===== config.mk =====
export PLATFORM = sky130hd
export DESIGN_NAME = mem_stage
export DESIGN_NICKNAME = d
export VERILOG_FILES = /design/src/rtl/mem_stage.sv
export SDC_FILE = /design/constraint.sdc
export NUM_CORES = 1
export LEC_CHECK = 0
export CAP_MARGIN = 20
export CORE_UTILIZATION = 48
export CTS_CLUSTER_DIAMETER = 30
export DETAILED_ROUTE_END_ITERATION = 12
export MAX_ROUTING_LAYER = met4
export PLACE_DENSITY = 0.86
export SLEW_MARGIN = 20
export SYNTH_ARGS = -nofsm -noshare
export SYNTH_HDL_FRONTEND = slang
export SYNTH_SLANG_ARGS = --single-unit
export TNS_END_PERCENT = 100

===== constraint.sdc =====
create_clock -name clk_i -period 13.4 [get_ports clk_i]
set_input_delay 1.34 -clock clk_i [delete_from_list [all_inputs] [get_ports clk_i]]
set_output_delay 1.34 -clock clk_i [all_outputs]
set_load 0.03 [all_outputs]

===== src/rtl/mem_stage.sv =====
// mem_stage: MEM pipeline stage of the RV32I direct-mapped-cache core.
// Formats store lanes/byte enables, issues one valid/ready data-cache
// request at a time, stalls upstream while the cache is busy, aligns and
// extends load data, and holds the MEM/WB pipeline register.
// Optional build macro: MISALIGN_TRAP_EN (adds misalign_o and suppresses
// misaligned half/word accesses instead of issuing them).
//
// Handshake: a request is offered while cache_valid_o=1 and completes in the
// cycle cache_ready_i=1 (read data is taken from cache_rdata_i in that same
// cycle); once offered, the request fields stay constant until completion.
module mem_stage #(
  parameter int          XLEN    = 32,
  parameter logic [31:0] RST_PC4 = 32'h0
) (
  input  logic            clk_i,
  input  logic            rst_i,
  input  logic [XLEN-1:0] alu_mem_i,
  input  logic [XLEN-1:0] rs2_mem_i,
  input  logic [XLEN-1:0] pc4_mem_i,
  input  logic            MemRW_mem_i,
  input  logic [1:0]      WBSel_mem_i,
  input  logic            RegWEn_mem_i,
  input  logic [4:0]      rsW_mem_i,
  input  logic [31:0]     inst_mem_i,
  input  logic            Valid_cpu2cache_mem_i,
  input  logic            enable_i,
  input  logic            reset_i,
  output logic            cache_valid_o,
  output logic            cache_we_o,
  output logic [XLEN-1:0] cache_addr_o,
  output logic [XLEN-1:0] cache_wdata_o,
  output logic [3:0]      cache_be_o,
  input  logic            cache_ready_i,
  input  logic [XLEN-1:0] cache_rdata_i,
  output logic            stall_o,
  output logic [XLEN-1:0] alu_wb_o,
  output logic [XLEN-1:0] ld_wb_o,
  output logic [XLEN-1:0] pc4_wb_o,
  output logic [1:0]      WBSel_wb_o,
  output logic            RegWEn_wb_o,
  output logic [4:0]      rsW_wb_o,
  output logic [31:0]     inst_wb_o,
`ifdef MISALIGN_TRAP_EN
  output logic            misalign_o,
`endif
  output logic            state_dbg
);

  typedef enum logic {IDLE = 1'b0, WAIT = 1'b1} state_t;

  state_t      state, state_nxt;
  logic [2:0]  f3;
  logic        misalign;
  logic        mem_req;
  logic [3:0]  be_in;
  logic [31:0] wdata_in;

  // Request registers: hold the access stable while the cache is busy.
  logic [31:0] req_addr;
  logic        req_we;
  logic [3:0]  req_be;
  logic [31:0] req_wdata;
  logic [2:0]  req_f3;

  logic        done;
  logic        cur_load;
  logic [1:0]  cur_off;
  logic [2:0]  cur_f3;
  logic [7:0]  ld_byte;
  logic [15:0] ld_half;
  logic [31:0] ld_fmt;
  logic        wb_load;
  logic        flush_pend;

  assign f3        = inst_mem_i[14:12];
  assign state_dbg = state;

`ifdef MISALIGN_TRAP_EN
  // Half accesses need addr[0]=0, word accesses need addr[1:0]=0.
  always_comb begin
    misalign = 1'b0;
    if (Valid_cpu2cache_mem_i) begin
      if (f3[1:0] == 2'b01)      misalign = alu_mem_i[0];
      else if (f3 == 3'b010)     misalign = |alu_mem_i[1:0];
    end
  end
`else
  assign misalign = 1'b0;
`endif

  assign mem_req = Valid_cpu2cache_mem_i & ~misalign;

  // Store lane replication and byte enables; loads always read the whole word.
  always_comb begin
    be_in    = 4'b1111;
    wdata_in = rs2_mem_i;
    if (MemRW_mem_i) begin
      case (f3)
        3'b000: begin
          be_in    = 4'b0001 << alu_mem_i[1:0];
          wdata_in = {4{rs2_mem_i[7:0]}};
        end
        3'b001: begin
          be_in    = alu_mem_i[1] ? 4'b1100 : 4'b0011;
          wdata_in = {2{rs2_mem_i[15:0]}};
        end
        default: begin
          be_in    = 4'b1111;
          wdata_in = rs2_mem_i;
        end
      endcase
    end
  end

  // FSM state register.
  always_ff @(posedge clk_i or posedge rst_i) begin
    if (rst_i) state <= IDLE;
    else       state <= state_nxt;
  end

  // Capture the access when the cache does not accept it immediately.
  always_ff @(posedge clk_i or posedge rst_i) begin
    if (rst_i) begin
      req_addr  <= '0;
      req_we    <= 1'b0;
      req_be    <= '0;
      req_wdata <= '0;
      req_f3    <= '0;
    end else if (state == IDLE && mem_req && !cache_ready_i) begin
      req_addr  <= alu_mem_i;
      req_we    <= MemRW_mem_i;
      req_be    <= be_in;
      req_wdata <= wdata_in;
      req_f3    <= f3;
    end
  end

  // Next state, cache port fields, stall and completion.
  always_comb begin
    state_nxt     = state;
    cache_valid_o = 1'b0;
    cache_we_o    = MemRW_mem_i;
    cache_addr_o  = {alu_mem_i[31:2], 2'b00};
    cache_be_o    = be_in;
    cache_wdata_o = wdata_in;
    stall_o       = 1'b0;
    done          = 1'b0;
    cur_load      = mem_req & ~MemRW_mem_i;
    cur_off       = alu_mem_i[1:0];
    cur_f3        = f3;
    case (state)
      IDLE: begin
        cache_valid_o = mem_req;
        if (mem_req) begin
          if (cache_ready_i) begin
            done = 1'b1;
          end else begin
            stall_o   = 1'b1;
            state_nxt = WAIT;
          end
        end
      end
      WAIT: begin
        cache_valid_o = 1'b1;
        cache_we_o    = req_we;
        cache_addr_o  = {req_addr[31:2], 2'b00};
        cache_be_o    = req_be;
        cache_wdata_o = req_wdata;
        cur_load      = ~req_we;
        cur_off       = req_addr[1:0];
        cur_f3        = req_f3;
        if (cache_ready_i) begin
          done      = 1'b1;
          state_nxt = IDLE;
        end else begin
          stall_o = 1'b1;
        end
      end
    endcase
    if (rst_i) begin
      cache_valid_o = 1'b0;
      stall_o       = 1'b0;
    end
  end

  // Load alignment and sign/zero extension of the completion-cycle read word.
  always_comb begin
    case (cur_off)
      2'd0:    ld_byte = cache_rdata_i[7:0];
      2'd1:    ld_byte = cache_rdata_i[15:8];
      2'd2:    ld_byte = cache_rdata_i[23:16];
      default: ld_byte = cache_rdata_i[31:24];
    endcase
    ld_half = cur_off[1] ? cache_rdata_i[31:16] : cache_rdata_i[15:0];
    ld_fmt  = '0;
    if (cur_load) begin
      case (cur_f3)
        3'b000:  ld_fmt = {{24{ld_byte[7]}}, ld_byte};
        3'b100:  ld_fmt = {24'h0, ld_byte};
        3'b001:  ld_fmt = {{16{ld_half[15]}}, ld_half};
        3'b101:  ld_fmt = {16'h0, ld_half};
        default: ld_fmt = cache_rdata_i;
      endcase
    end
  end

  assign wb_load = enable_i & ~stall_o;

  // A flush that arrives while stalled is remembered until the access completes.
  always_ff @(posedge clk_i or posedge rst_i) begin
    if (rst_i)                  flush_pend <= 1'b0;
    else if (reset_i && stall_o) flush_pend <= 1'b1;
    else if (done)              flush_pend <= 1'b0;
  end

  // MEM/WB pipeline register.
  always_ff @(posedge clk_i or posedge rst_i) begin
    if (rst_i) begin
      alu_wb_o    <= '0;
      ld_wb_o     <= '0;
      pc4_wb_o    <= RST_PC4;
      WBSel_wb_o  <= '0;
      RegWEn_wb_o <= 1'b0;
      rsW_wb_o    <= '0;
      inst_wb_o   <= '0;
`ifdef MISALIGN_TRAP_EN
      misalign_o  <= 1'b0;
`endif
    end else if (wb_load) begin
      if (reset_i || flush_pend) begin
        alu_wb_o    <= '0;
        ld_wb_o     <= '0;
        pc4_wb_o    <= RST_PC4;
        WBSel_wb_o  <= '0;
        RegWEn_wb_o <= 1'b0;
        rsW_wb_o    <= '0;
        inst_wb_o   <= '0;
`ifdef MISALIGN_TRAP_EN
        misalign_o  <= 1'b0;
`endif
      end else begin
        alu_wb_o    <= alu_mem_i;
        ld_wb_o     <= ld_fmt;
        pc4_wb_o    <= pc4_mem_i;
        WBSel_wb_o  <= WBSel_mem_i;
        RegWEn_wb_o <= RegWEn_mem_i & ~misalign;
        rsW_wb_o    <= rsW_mem_i;
        inst_wb_o   <= inst_mem_i;
`ifdef MISALIGN_TRAP_EN
        misalign_o  <= misalign;
`endif
      end
    end
  end

endmodule


==> results of run 1 <==
## stage by stage
step	area [sq um]	power, mW
6_report	15700	2.44
5_1_grt	15700	2.54
4_1_cts	15700	2.45
3_5_place_dp	14100	1.30
3_3_place_gp	14100	1.29
2_1_floorplan	10200	1.06
## power by group
group          internal (mW)  leakage (nW)  switching [mW]
Sequential             0.709          2.73          0.0452
Combinational          0.228          3.30           0.321
Clock                  0.773         0.778           0.367
Total                   1.71          6.81           0.733
## cells in the final DEF (no fill, tap or decap), drive strengths merged, types with 2 or more instances in the layout
master / instances
nor3b: 3
clkbuf: 62
o41ai: 5
nor3: 6
buf: 13
a221oi: 8
a32o: 2
o211ai: 5
mux2i: 20
or3b: 2
nand3b: 3
clkinv: 10
nor2: 24
o21ai: 136
nand2: 424
clkdlybuf4s50: 380
o31ai: 2
bufinv: 4
nand2b: 22
a31oi: 18
a21o: 2
clkinvlp: 4
o21a: 4
conb: 2
inv: 14
mux2: 80
nor2b: 2
dfrtp: 210
a21oi: 21
a22oi: 6
a32oi: 19
## final cells by class
cell class	instances	area [sq um]
Fill cell	1356	4870
Clock inverter	25	269
Sequential cell	210	5260
Clock buffer	62	1330
Tap cell	270	338
Timing Repair Buffer	393	3920
Multi-Input combinational cell	828	4540
Inverter	7	33.8
## synth_stat cells, types with 3 or more instances
| cell | instances | area (sq um) |
|---|---|---|
| sky130_fd_sc_hd__dfrtp_1 | 210 | 5260 |
| sky130_fd_sc_hd__nand2b_1 | 22 | 138 |
| sky130_fd_sc_hd__nand2_1 | 424 | 1590 |
| sky130_fd_sc_hd__inv_1 | 7 | 26.3 |
| sky130_fd_sc_hd__nor3b_1 | 3 | 22.5 |
| sky130_fd_sc_hd__buf_1 | 3 | 11.3 |
| sky130_fd_sc_hd__mux2_2 | 79 | 890 |
| sky130_fd_sc_hd__a22oi_1 | 6 | 45.0 |
| sky130_fd_sc_hd__mux2i_1 | 20 | 200 |
| sky130_fd_sc_hd__o41ai_1 | 5 | 43.8 |
| sky130_fd_sc_hd__nor3_1 | 6 | 30.0 |
| sky130_fd_sc_hd__buf_4 | 13 | 97.6 |
| sky130_fd_sc_hd__o21ai_0 | 136 | 681 |
| sky130_fd_sc_hd__a21oi_1 | 21 | 105 |
| sky130_fd_sc_hd__o21a_1 | 4 | 30.0 |
| sky130_fd_sc_hd__nor2_1 | 23 | 86.3 |
| sky130_fd_sc_hd__a32oi_1 | 19 | 166 |
| sky130_fd_sc_hd__o211ai_1 | 5 | 37.5 |
| sky130_fd_sc_hd__buf_2 | 18 | 90.1 |
| sky130_fd_sc_hd__a221oi_1 | 8 | 70.1 |
| sky130_fd_sc_hd__clkbuf_1 | 54 | 203 |
| sky130_fd_sc_hd__a31oi_1 | 18 | 113 |
## registers in the layout (all words and copies together), names as in the netlist, 3 cells and up
name	count
alu_wb_o	32
inst_wb_o	32
ld_wb_o	32
pc4_wb_o	32
req_addr	32
req_be	4
req_f3	3
req_wdata	32
rsW_wb_o	5
## worst reg2reg max path, delay by kind of cell (launching register included)
family,cells,cell delay [ns]
buffers and inverters,3,2.28
flip-flops,1,0.73
AO/OA/AOI/OAI,2,0.52
AND/OR/NAND/NOR,1,0.26
## per-layer routing
metal	GRT usage	vias to the layer above	routed length, um
met5	-	-	0
met4	0.186	0	2000
met3	0.0707	139	2830
met2	0.535	526	17400
met1	0.368	4740	12800
li1	-	4562	-
## worst max-delay path by stage
stage,to
floorplan,RegWEn_wb_o
CTS,cache_wdata_o[16]
global route,cache_wdata_o[18]
finish,cache_wdata_o[16]
global placement,cache_wdata_o[12]
detailed placement,cache_wdata_o[16]
## logic make-up after synthesis
family                 Yosys count
AOI/OAI and AO/OA              232
DFF                            210
and+or+nand+nor                493
buffers and inverters           97
muxes                          101
other                            1
==> results by stage, run 1 <==
Placed design:
- Detailed placement finished with a half-perimeter wire length of between 20000 and 25000 um.
- The number of instances in the placed design is approximately 1700.
- The final weighted congestion of routability-driven global placement is 0.874.
- The post-placement setup slack is about 8.3 ns.
- The count of buffers added on input and output ports is 380.

Cells and area:
- The number of nets in the layout is roughly 1700.
- Once layout is complete, the utilization of the core stands at 0.763.
- The synthesis-to-finish area growth is 53.6%.
- In the final layout, the share of cells above drive strength 1 is 0.123.
- The number of antenna diodes in the final layout is 0.
- Excluding fillers, the count of instances in the completed layout stands at 1795.

Job:
- The count of max-cap constraint violations is 0.

Clocking:
- The tree built by TritonCTS fans out to 210 sinks.
- The CTS H-tree depth is 2.
- The number of clock buffers inserted by TritonCTS is 48.
- The maximum clock insertion buffer count is 3.
- The post-CTS setup buffer count is 0.
- After clock tree synthesis, the repair step resized 0 gates.
- The tree is rooted in a sky130_fd_sc_hd__clkbuf_16.
- Clock latency on the worst-skew pair, taken at its later pin, is 0.52 ns.
- The TritonCTS clock tree is built.
- For this design, the CTS-stage hold fixing added 0 buffers.
- The clock input transition at the sequential cells of the worst setup and hold paths is 0.05 ns.

Setup path:
- The critical path contains buffers and inverters numbering 3 combined.
- The critical path runs through a total of 6 cells.
- The startpoint-to-endpoint class of the critical path is in -> out.
- The kind of cell with the highest combined delay along the critical path is buffers and inverters.
- Traced cell by cell, the critical path runs through clkdlybuf4s50_1, nor3b_2, buf_4, mux2_2, mux2_2, clkdlybuf4s50_1.
- STA puts the critical path data required time at 12.06 ns.
- The data arrival time at the worst-slack endpoint is 3.79 ns.
- STA classifies the critical path endpoint as an output port.
- The launch point of the worst reg-to-reg path is state_dbg.
- In this run the register-to-register setup slack is ~9.4 ns.
- The endpoint of the worst-slack reg-to-reg timing path is pc4_wb_o[16].
- The biggest cell delay along the critical path is 0.61 ns.
- In this run the worst path has a maximum fanout of 30.
- The nature of the critical path startpoint is an input pin.
- The slowest stage of the critical path belongs to the cell sky130_fd_sc_hd__clkdlybuf4s50_1.
- The number of cells traversed by the worst register-to-register path is 6.
- The worst setup path startpoint is inst_mem_i[13].

GRT:
- The largest net degree at the start of global routing is between 100 and 150.
- The all-layer global routing usage is 0.325.
- The global-route wire length before repair is 54000 um.
- The number of global-route vias before repair is ~10000.
- The total overflow left after global routing is 0.
- The number of antenna violations at the first check in global routing was 0.

Route:
- After detailed routing, the number of vias per cell comes to 5.55.
- For this block, the routed nets add up to 35000 um of wire.
- After detailed routing, the number of remaining DRC violations is 0.
- The detail route stage leaves a number of antenna-violating nets equal to 0.
- The first TritonRoute pass finished after 6 iterations.
- The detailed router placed 9967 vias in this run.
- After the first detailed-routing iteration, the DRC count stood at ~650.
- The routed length per instance is 19.5 um.

Synth:
- Of all flip-flops after synthesis, the portion carrying an async set or reset was 1.00.
- For this run, the register share of the synthesized area comes to 0.515.
- The number of synthesis warnings is 0.
- The arithmetic-cell share of the synthesized area counting full adders, half adders and majority gates is 0.
- Of the total synthesized cell area, the portion taken by AND, OR, NAND and NOR gates is 0.195.
- The synthesized instance count is approximately 1100.
- The share of the synthesized area in compound gates (AO/OA/AOI/OAI) was 0.135.
- The synthesized design contains 210 register bits.
- By area, the combinational part of the netlist is dominated by simple AND/OR/NAND/NOR gates.
- Among all flip-flop cells after synthesis, the most frequent one is sky130_fd_sc_hd__dfrtp_1.
- Of the total synthesized cell area, the portion taken by XOR and XNOR cells is 0.
- The combined area of all synthesized cells is approximately 10000 sq um.
- The fraction of synthesized area in multiplexers is 0.110.
- The count of flip-flops with a built-in enable after synthesis is 0.
- The count of distinct cell types in the synthesized netlist is 47.
- After synthesis, the mean cell area works out to 9.01 sq um.

Floorplan:
- The die covers 21900 sq um.
- The effective utilization at floorplan is 0.497.
- Row generation in the floorplan step produced between 50 and 60 rows.
- The area inside the core boundary is 20600 sq um.
- From left edge to right edge, the die measures ~150 um.
- In this run the count of I/O pins placed on the die edge is 383.
- The die is 148 um tall.

Timing:
- The setup clock skew after layout is 0.0106 ns.
- The clock period could shrink to 5.13 ns.
- Setup repair after global routing left no endpoint under its margin.
- Across all hold checks on the routed design, the worst slack comes to 0.468 ns.
- In this run the tightest slew margin relative to its limit is 0.242.
- The maximum clock frequency is slightly below 200 MHz.
- The number of max-slew violations in the final report is 0.
- The number of setup violations in the final report is 0.
- Setup total negative slack on the finished layout was measured at 0 ns.
- The transition at the pin with the smallest max-transition slack is 1.14 ns.
- The fraction of the cycle the final worst path needs is 0.383.
- The post-route worst setup slack is about 8.3 ns.
- The count of final hold-check violations was 0.

Min path:
- The source of the worst hold timing path is req_addr[9].
- The cell depth of the worst hold path is 2.
- The worst hold path terminates at req_addr[9].
- The class of the tightest hold or removal check is reg -> reg.

Status:
- The run finished with clean final reports.

Power:
- Dividing total power by cell area gives a power density of 156 nW/um^2.
- The reported leakage power is a little under 7 nW.
- The peak supply drop is 0.105 mV.
(Power assumes the default switching activity.)
==> run 2: changes to the inputs <==
- CORE_UTILIZATION: 48 -> 41
- PLACE_DENSITY: 0.86 -> 0.78
- clock period: 13.4 -> 4.6 ns (I/O delays scaled with it)
==> results by stage, run 2 (same netlist as run 1, synthesis figures left out) <==
Timing:
- The worst hold-check slack was 0.464 ns (-0.00403 ns).
- The summed negative setup slack over all endpoints is 0 ns (unchanged).
- The setup clock skew after layout came to 0.0138 ns (+0.00322 ns).
- The count of final hold-check violations is 0 (unchanged).
- The transition at the pin with the smallest max-transition slack is 1.06 ns (-0.0721 ns).
- The fraction of the cycle the final worst path needs is 0.814.
- Setup repair after global routing left no endpoint under its margin.
- For this run, the top clock speed supported by timing is 267 MHz.
- The number of max-slew violations in the final report came to 0 (unchanged).
- The post-route worst setup slack is 0.855 ns (-7.41 ns).
- The headroom to the max-slew limit is 0.290 (+0.0481).
- The clock period could shrink to 3.74 ns.
- The number of setup violations in the final report is 0 (unchanged).

Route:
- The routed length per instance came to 18.0 um (-7.7%).
- The routed wire length is 33400 um (-4.6%).
- The first-pass iteration count of the detailed router is 5 (-1).
- The number of vias per cell is 5.23 (-5.8%).
- The via count of the routed design was 9712 (-2.6%).
- The residual antenna-violating net count after detailed routing is 0 (unchanged).
- The detailed router's first-iteration violation count is 800 (+23%).
- The residual DRC count is 0 (unchanged).

Clocking:
- The quantity of gates resized following cts is 0 (unchanged).
- The clock input transition at the sequential cells of the worst setup and hold paths is 0.04 ns (about the same).
- The quantity of hold-fixing buffers added after cts is 0 (unchanged).
- The maximum clock insertion buffer count was 3 (unchanged).
- The root buffer cell chosen for the clock tree is sky130_fd_sc_hd__clkbuf_16.
- The clock sink total is 210 (unchanged).
- TritonCTS built the clock tree.
- The CTS H-tree depth is 2 (unchanged).
- The post-CTS setup buffer count is 0 (unchanged).
- The number of clock buffers inserted by TritonCTS is 51 (+6.3%).
- The latest clock arrival within the worst-skew pair was 0.53 ns (about the same).

Setup path:
- Walking the worst path, the cells encountered are clkdlybuf4s50_1, nor3b_2, buf_4, mux2_2, mux2_2, clkdlybuf4s50_1.
- The cell class contributing the biggest share of worst-path delay is buffers and inverters.
- The biggest cell delay along the critical path came to 0.72 ns (+0.11 ns).
- The maximum fanout along the worst path is 8 (-73%).
- The worst-path cell with the longest stage delay is sky130_fd_sc_hd__nor3b_2.
- The required time of the critical path is 4.14 ns (-7.92 ns).
- The data arrival time at the worst-slack endpoint was 3.28 ns (-0.51 ns).
- The number of buffer and inverter instances along the worst setup path came to 3 (unchanged).
- The setup path with the least slack is of type in -> out.
- The worst setup path is launched from an input pin.
- The type of destination of the critical path is an output port.

Power:
- The reported leakage power is 6.89 nW (+1.2%).
- The overall power after layout is 7.39 mW (+200%).
- The power per unit of standard cell area is 464 nW/um^2 (+200%).
- The peak supply drop is 0.273 mV (+160%).

Floorplan:
- The number of placement rows is 57 (+9.6%).
- The effective utilization at floorplan was 0.419 (-0.0780).
- The horizontal die dimension is 160 um (+8.1%).
- The area of the die is 25500 sq um (+17%).
- The area inside the core boundary is 24400 sq um (+19%).
- The vertical die dimension is 160 um (+8.1%).
- The number of top-level pins came to 383 (unchanged).

Cells and area:
- Leaving out fill and tap cells, the most frequent cell in the layout is sky130_fd_sc_hd__nand2_1.
- The total inserted antenna cells was 0 (unchanged).
- Relative to the synthesized area, the layout overhead comes to 56.0%.
- The number of nets in the layout is 1667 (+0.24%).
- The ratio of cells with drive above 1 in the final layout is 0.127 (+0.00401).
- The top cell types in the final layout, fill and taps aside, are 424 x sky130_fd_sc_hd__nand2_1, 380 x sky130_fd_sc_hd__clkdlybuf4s50_1, 209 x sky130_fd_sc_hd__dfrtp_1.
- The final cell count without fillers is 1856 (+3.4%).

GRT:
- The residual overflow from global routing was 0 (unchanged).
- The global-route wire length before repair was 52900 um (-2.0%).
- The number of antenna violations at the first check in global routing is 0 (unchanged).
- The largest net degree at the start of global routing is 175 (+22%).
- The all-layer global routing usage was 0.267 (-0.0585).
- The number of global-route vias before repair is 9633 (-4.7%).

Placed design:
- The final weighted congestion of routability-driven global placement was 0.883 (+1.0%).
- The number of instances in the placed design is 1763 (+3.3%).
- The post-DP HPWL is 22000 um (-1.8%).
- The post-placement setup slack was 0.879 ns (-7.43 ns).
- The number of input and output port buffers inserted is 380 (unchanged).

Job:
- The count of max-cap constraint violations is 0 (unchanged).

Status:
- The flow ran to the end, and the final reports show no timing, DRC or antenna violations.

Min path:
- The class of the tightest hold or removal check is reg -> reg.
## run 2: cell count changes in the layout (fill, tap and decap cells not counted), moves of 2 or more
cell,previous run,this run
sky130_fd_sc_hd__buf_4,12,10
sky130_fd_sc_hd__clkinv_4,2,0
sky130_fd_sc_hd__clkbuf_16,49,52
sky130_fd_sc_hd__clkbuf_8,5,9
sky130_fd_sc_hd__clkinvlp_4,4,7
sky130_fd_sc_hd__buf_12,0,3
sky130_fd_sc_hd__bufinv_16,4,6
sky130_fd_sc_hd__clkinv_2,8,11
sky130_fd_sc_hd__inv_6,7,1
## run 2: worst paths after layout
path	from	end	slack (ns)	depth (start not counted)
max	inst_mem_i[14]	cache_wdata_o[23]	0.86	6
min	req_addr[29]	req_addr[29]	0.46	2
max reg2reg	state_dbg	ld_wb_o[3]	1.77	3
min reg2reg	req_addr[29]	req_addr[29]	0.46	2
max in group asynchronous	rst_i	req_addr[8]	3.08	3
min in group asynchronous	rst_i	flush_pend	0.58	2
## run 2: final cells by class
type | count | area, sq um
fillers | 1925 | 8450
flip-flops and latches | 210 | 5260
multi-input cells | 828 | 4540
repair buffers | 394 | 3940
clock buffers | 68 | 1450
well taps | 324 | 405
clock inverters | 25 | 305
inverters | 7 | 30.0
## run 2: metrics by stage
stage / utilization / area [sq um]
3_5_place_dp: 0.581 / 14200
4_1_cts: 0.653 / 15900
3_3_place_gp: 0.581 / 14200
5_1_grt: 0.653 / 15900
2_1_floorplan: - / 10200
6_report: 0.653 / 15900
## run 2: where the power goes
part	switching [mW]	internal, mW	total, mW	leakage, nW
sequential	0.132	2.07	2.20	2.73
clock	1.08	2.52	3.61	0.854
combinational	0.919	0.666	1.58	3.31
## run 2: worst min-delay path, cell delays in order (launching register included)
cell	delay [ns]
sky130_fd_sc_hd__dfrtp_1	0.33
sky130_fd_sc_hd__nand2_1	0.05
sky130_fd_sc_hd__nand2_1	0.05
## run 2: layer usage
metal / part of all wire / track usage
met2: 0.47 / 0.412
met3: 0.070 / 0.0460
met4: 0.052 / 0.149
met1: 0.41 / 0.332
met5: 0 / -
